**src/rtl/mux_4_1_rr_arb.sv**
```systemverilog
// mux_4_1_rr_arb
//   Round-robin arbiter that shares one 4:1 mux among four requesters.
//   Requester k owns mux input yk while it holds the grant. An owner keeps
//   the grant while it requests, for at most MAX_HOLD consecutive cycles.
//   At that limit the grant rotates if another requester is waiting.
//   Handoffs between back-to-back owners happen on a single edge, with no
//   idle cycle and no multi-hot grant.
//
// Parameters
//   MAX_HOLD  maximum consecutive grant cycles per owner (0 = unlimited)
//   CNT_W     hold-counter width; MAX_HOLD must be <= 2**CNT_W-1
//
// Ports
//   clk    in   rising-edge clock
//   rst_n  in   synchronous active-low reset
//   req    in   [3:0] level requests; req[k] comes from requester k
//   gnt    out  [3:0] registered one-hot grant; all-zero when idle
//   s0     out  registered mux select MSB (selected index = {s0,s1})
//   s1     out  registered mux select LSB
//   valid  out  registered; 1 while a grant is active
module mux_4_1_rr_arb #(
    parameter int MAX_HOLD = 8,
    parameter int CNT_W    = 8
) (
    input  logic       clk,
    input  logic       rst_n,
    input  logic [3:0] req,
    output logic [3:0] gnt,
    output logic       s0,
    output logic       s1,
    output logic       valid
);

    typedef enum logic {
        IDLE  = 1'b0,
        GRANT = 1'b1
    } state_t;

    localparam logic [CNT_W-1:0] HOLD_LIM = CNT_W'(MAX_HOLD);
    localparam logic [CNT_W-1:0] CNT_SAT  = '1;

    state_t           state_q, state_d;
    logic [1:0]       ptr_q, ptr_d;
    logic [1:0]       sel_q, sel_d;
    logic [CNT_W-1:0] hold_q, hold_d;
    logic [3:0]       gnt_q, gnt_d;
    logic             valid_q, valid_d;
    logic [3:0]       cur_mask;
    logic [2:0]       pick_r;

    // Rotating search: returns {found, index} for the first set bit of cand
    // met when scanning start, start+1, ... modulo 4. The scan runs from the
    // farthest offset down so the nearest candidate is written last.
    function automatic logic [2:0] pick(input logic [1:0] start,
                                        input logic [3:0] cand);
        logic [2:0] r;
        logic [1:0] idx;
        r = 3'b000;
        for (int i = 3; i >= 0; i--) begin
            idx = start + 2'(i);
            if (cand[idx]) r = {1'b1, idx};
        end
        return r;
    endfunction

    always_comb begin
        state_d  = state_q;
        ptr_d    = ptr_q;
        hold_d   = hold_q;
        sel_d    = sel_q;
        gnt_d    = gnt_q;
        valid_d  = valid_q;
        cur_mask = 4'b0001 << sel_q;
        pick_r   = 3'b000;

        case (state_q)
            IDLE: begin
                if (|req) begin
                    pick_r = pick(ptr_q, req);
                end else begin
                    gnt_d   = 4'b0000;
                    valid_d = 1'b0;
                end
            end
            GRANT: begin
                if (req[sel_q]) begin
                    if (MAX_HOLD == 0 || hold_q < HOLD_LIM) begin
                        if (hold_q != CNT_SAT) hold_d = hold_q + 1'b1;
                    end else begin
                        // Limit reached: hand over only if someone else waits;
                        // otherwise the owner stays and the limit is re-checked
                        // every cycle with the counter parked at MAX_HOLD.
                        pick_r = pick(sel_q + 2'd1, req & ~cur_mask);
                    end
                end else if (|req) begin
                    pick_r = pick(sel_q + 2'd1, req);
                end else begin
                    // Select lines are deliberately left at the last owner.
                    state_d = IDLE;
                    gnt_d   = 4'b0000;
                    valid_d = 1'b0;
                end
            end
            default: state_d = IDLE;
        endcase

        if (pick_r[2]) begin
            state_d = GRANT;
            gnt_d   = 4'b0001 << pick_r[1:0];
            sel_d   = pick_r[1:0];
            valid_d = 1'b1;
            hold_d  = {{(CNT_W-1){1'b0}}, 1'b1};
            ptr_d   = pick_r[1:0] + 2'd1;
        end
    end

    always_ff @(posedge clk) begin
        if (!rst_n) begin
            state_q <= IDLE;
            ptr_q   <= 2'd0;
            sel_q   <= 2'd0;
            hold_q  <= '0;
            gnt_q   <= 4'b0000;
            valid_q <= 1'b0;
        end else begin
            state_q <= state_d;
            ptr_q   <= ptr_d;
            sel_q   <= sel_d;
            hold_q  <= hold_d;
            gnt_q   <= gnt_d;
            valid_q <= valid_d;
        end
    end

    assign gnt   = gnt_q;
    assign s0    = sel_q[1];
    assign s1    = sel_q[0];
    assign valid = valid_q;

endmodule
```
**config.mk**
```make
export PLATFORM = sky130hd
export DESIGN_NAME = mux_4_1_rr_arb
export DESIGN_NICKNAME = d
export VERILOG_FILES = /design/src/rtl/mux_4_1_rr_arb.sv
export SDC_FILE = /design/constraint.sdc
export NUM_CORES = 1
export LEC_CHECK = 0
export BUFFER_PORTS_ARGS = -buffer_cell sky130_fd_sc_hd__clkbuf_2
export CAP_MARGIN = 10
export CELL_PAD_IN_SITES_DETAIL_PLACEMENT = 0
export CELL_PAD_IN_SITES_GLOBAL_PLACEMENT = 1
export CORE_UTILIZATION = 35
export DETAILED_ROUTE_END_ITERATION = 10
export GPL_TIMING_DRIVEN = 1
export PLACE_DENSITY = 0.69
export SLEW_MARGIN = 20
export SYNTH_ARGS = -nofsm -noshare
export SYNTH_HDL_FRONTEND = slang
export SYNTH_SLANG_ARGS = --single-unit
export TNS_END_PERCENT = 1
```
**constraint.sdc**
```tcl
create_clock -name clk -period 3.4 [get_ports clk]
set_input_delay 0.17 -clock clk [delete_from_list [all_inputs] [get_ports clk]]
set_output_delay 0.17 -clock clk [all_outputs]
set_load 0.02 [all_outputs]
```
==> impl_metrics.yaml <==
die:
  ios: 13
  num_rows: 21
  core_area_um2: 3360
  die_h_um: 61.5
  die_area_um2: 3780
  initial_utilization: 0.368
  fp.dieW_um: 61.5
global_route:
  grt_pass1_wl_mm: 4.86
  track_usage: 0.172
  grt_antenna_before_repair: 0
  grt_pass1_vias: 1082
  grt-ovfl-total: 0
  grt_max_degree: 17
run_status:
  status: "finished clean"
clocking:
  postCtsSetupRepairBufs: 0
  clockRootBuffer: "clkbuf_4"
  clk_pin_slew_ns: 0.11
  numCtsBuffers: 3
  htree_levels: 1
  cts_sinks: 18
  cts_tree: "yes"
  cts_max_path_buffers: 2
  insertion_delay_ns: 0.30
  ctsResizeCount: 0
  postCtsHoldBufs: 0
worst_setup_path:
  critPathRequiredTime_ns: 3.63
  cp-end-kind: "flip-flop"
  worst-path-max-fanout: 12
  start_kind: "flip-flop"
  reg2regPathDepth: 10
  cp.arrival_ns: 3.07
  path_class: "reg -> reg"
  r2r_slack_ns: 0.56
layout:
  diodes: 0
  fin_area_um2: 1370
  fillers: 371
  syn_to_final_growth_pct: 10.5
  final_cell_mix: "a21oi_1, dfxtp_1, nand2_1"
  nNetsFinal: 181
  layout-drive-gt1-share: 0.168
yosys:
  synth_top_area_cell: "dfxtp_1"
  synth_top_area_frac: 0.291
  synthArstFlopShare: 0
  ys.flop_type: "dfxtp_1"
  syn_avg_cell_area_um2: 7.93
  ys_ff_latch: 18
  ys_seq_area_frac: 0.291
  synth_area_leaders: "dfxtp_1, a21oi_1, ha_1"
  synth_edf_count: 0
  synth_area_um2: 1240
  yosys_warnings: 0
  syn-num-nets: 169
  synth.distinct_cells: 44
  synthCells: 156
drt:
  drc: 0
  drt_wl_total_mm: 3.01
  drt-initial-drc-count: 46
  avgViaCountPerCell: 5.54
  antenna_left: 0
  vias: 1180
  dr.pass1.iters: 5
  wl_per_cell_um: 14.1
sta:
  min_period_over_period: 0.836
  rsz0062_at_grt: "no"
  setup_slack_ns: 0.558
  tightest_slew_ns: 0.684
  slew_headroom: 0.540
  hold_slack_ns: 0.204
  maxSlewViolCount: 0
  setup_viol: 0
  finalSetupTns_ns: 0
  fmax_mhz: 352
  timing.final.crit_period_ns: 2.84
  hold_violations: 0
  skew_ns: 0.00510
power:
  total_power_mw: 0.584
  leakage_nw: 0.544
  ir_worst_vdd_uv: 288
  power.density_nw_per_um2: 427
worst_hold_path:
  hold_depth: 2
  hp-class: "in -> reg"
run:
  maxCapViolations: 0
placement:
  globalplace.congestion: 0.892
  placed_area_um2: 1330
  pre_cts_slack_ns: 0.604
  io_buffers: 12
  hpwl_mm: 2.21
[cell type report]
cell class	count	area, um2	area share
Clock buffer	4	36.3	0.0265
Inverter	9	33.8	0.0247
Multi-Input combinational cell	122	805	0.588
Sequential cell	18	360	0.263
Tap cell	46	57.6	0.0421
Timing Repair Buffer	14	75.1	0.0549
[metrics by stage]
stage                      util  std cells
after global placement    0.396        209
after detailed placement  0.396        209
after CTS                 0.407        213
after floorplan               -        156
after global routing      0.407        213
final                     0.407        213
[worst paths after layout]
check                         from                     end
max          sel_q[1]$_SDFFE_PN0P_   ptr_q[1]$_SDFFE_PN0P_
min                          rst_n  hold_q[5]$_SDFFE_PP0P_
max reg2reg  sel_q[1]$_SDFFE_PN0P_   ptr_q[1]$_SDFFE_PN0P_
min reg2reg    gnt[1]$_SDFFE_PN0P_     gnt[1]$_SDFFE_PN0P_
[cell usage after synthesis, types with 3 or more instances]
cell type,n
o211ai_1,3
nand3_1,4
ha_1,7
nor2b_1,4
dfxtp_1,18
mux2i_1,3
and3_1,4
nor3_1,8
nand2_1,16
o21ai_0,7
buf_2,4
inv_1,6
a21oi_1,18
nor4_1,3
nor2_1,13
[cell families (layout without fill, tap and decap cells)]
family / count (synthesis) / in the layout / share of synthesized area
AND/OR/NAND/NOR: 63 / 63 / 0.269
multiplexers: 5 / 5 / 0.0607
flip-flops: 18 / 18 / 0.291
buffers and inverters: 16 / 27 / 0.0586
adder cells (fa/ha/maj): 7 / 7 / 0.0708
XOR/XNOR: 2 / 2 / 0.0142
AO/OA/AOI/OAI: 45 / 45 / 0.236
[state kept, by name, summed over array words and instances (netlist names)]
signal,cells
gnt,4
hold_q,8
ptr_q,2
sel_q,2
state_q,1
valid,1
[worst max-delay path, stage by stage (launching register included)]
cell and delay, ns:
dfxtp_1 0.51, inv_1 0.11, ha_1 0.51, nand2_1 0.18
nor3_1 0.23, a21oi_1 0.07, o211ai_1 0.24, nand3_1 0.22
ha_1 0.32, or2_2 0.29, a21oi_1 0.11
[where the power goes]
| part | switching (mW) | internal, mW | total [mW] | leakage [nW] |
|---|---|---|---|---|
| Clock | 0.0684 | 0.0653 | 0.134 | 0.0210 |
| Sequential | 0.0165 | 0.227 | 0.244 | 0.147 |
| Combinational | 0.127 | 0.0798 | 0.207 | 0.375 |
| Total | 0.212 | 0.372 | 0.584 | 0.544 |
[metal layers]
metal / part of all wire / wire length (um) / global-route usage
met5: 0 / 0 / 0
met4: 0 / 0 / 0.0254
met3: 0.031 / 94 / 0.0399
met2: 0.50 / 1510 / 0.311
met1: 0.47 / 1400 / 0.212
Note: power is estimated with default switching activity, not from simulation.
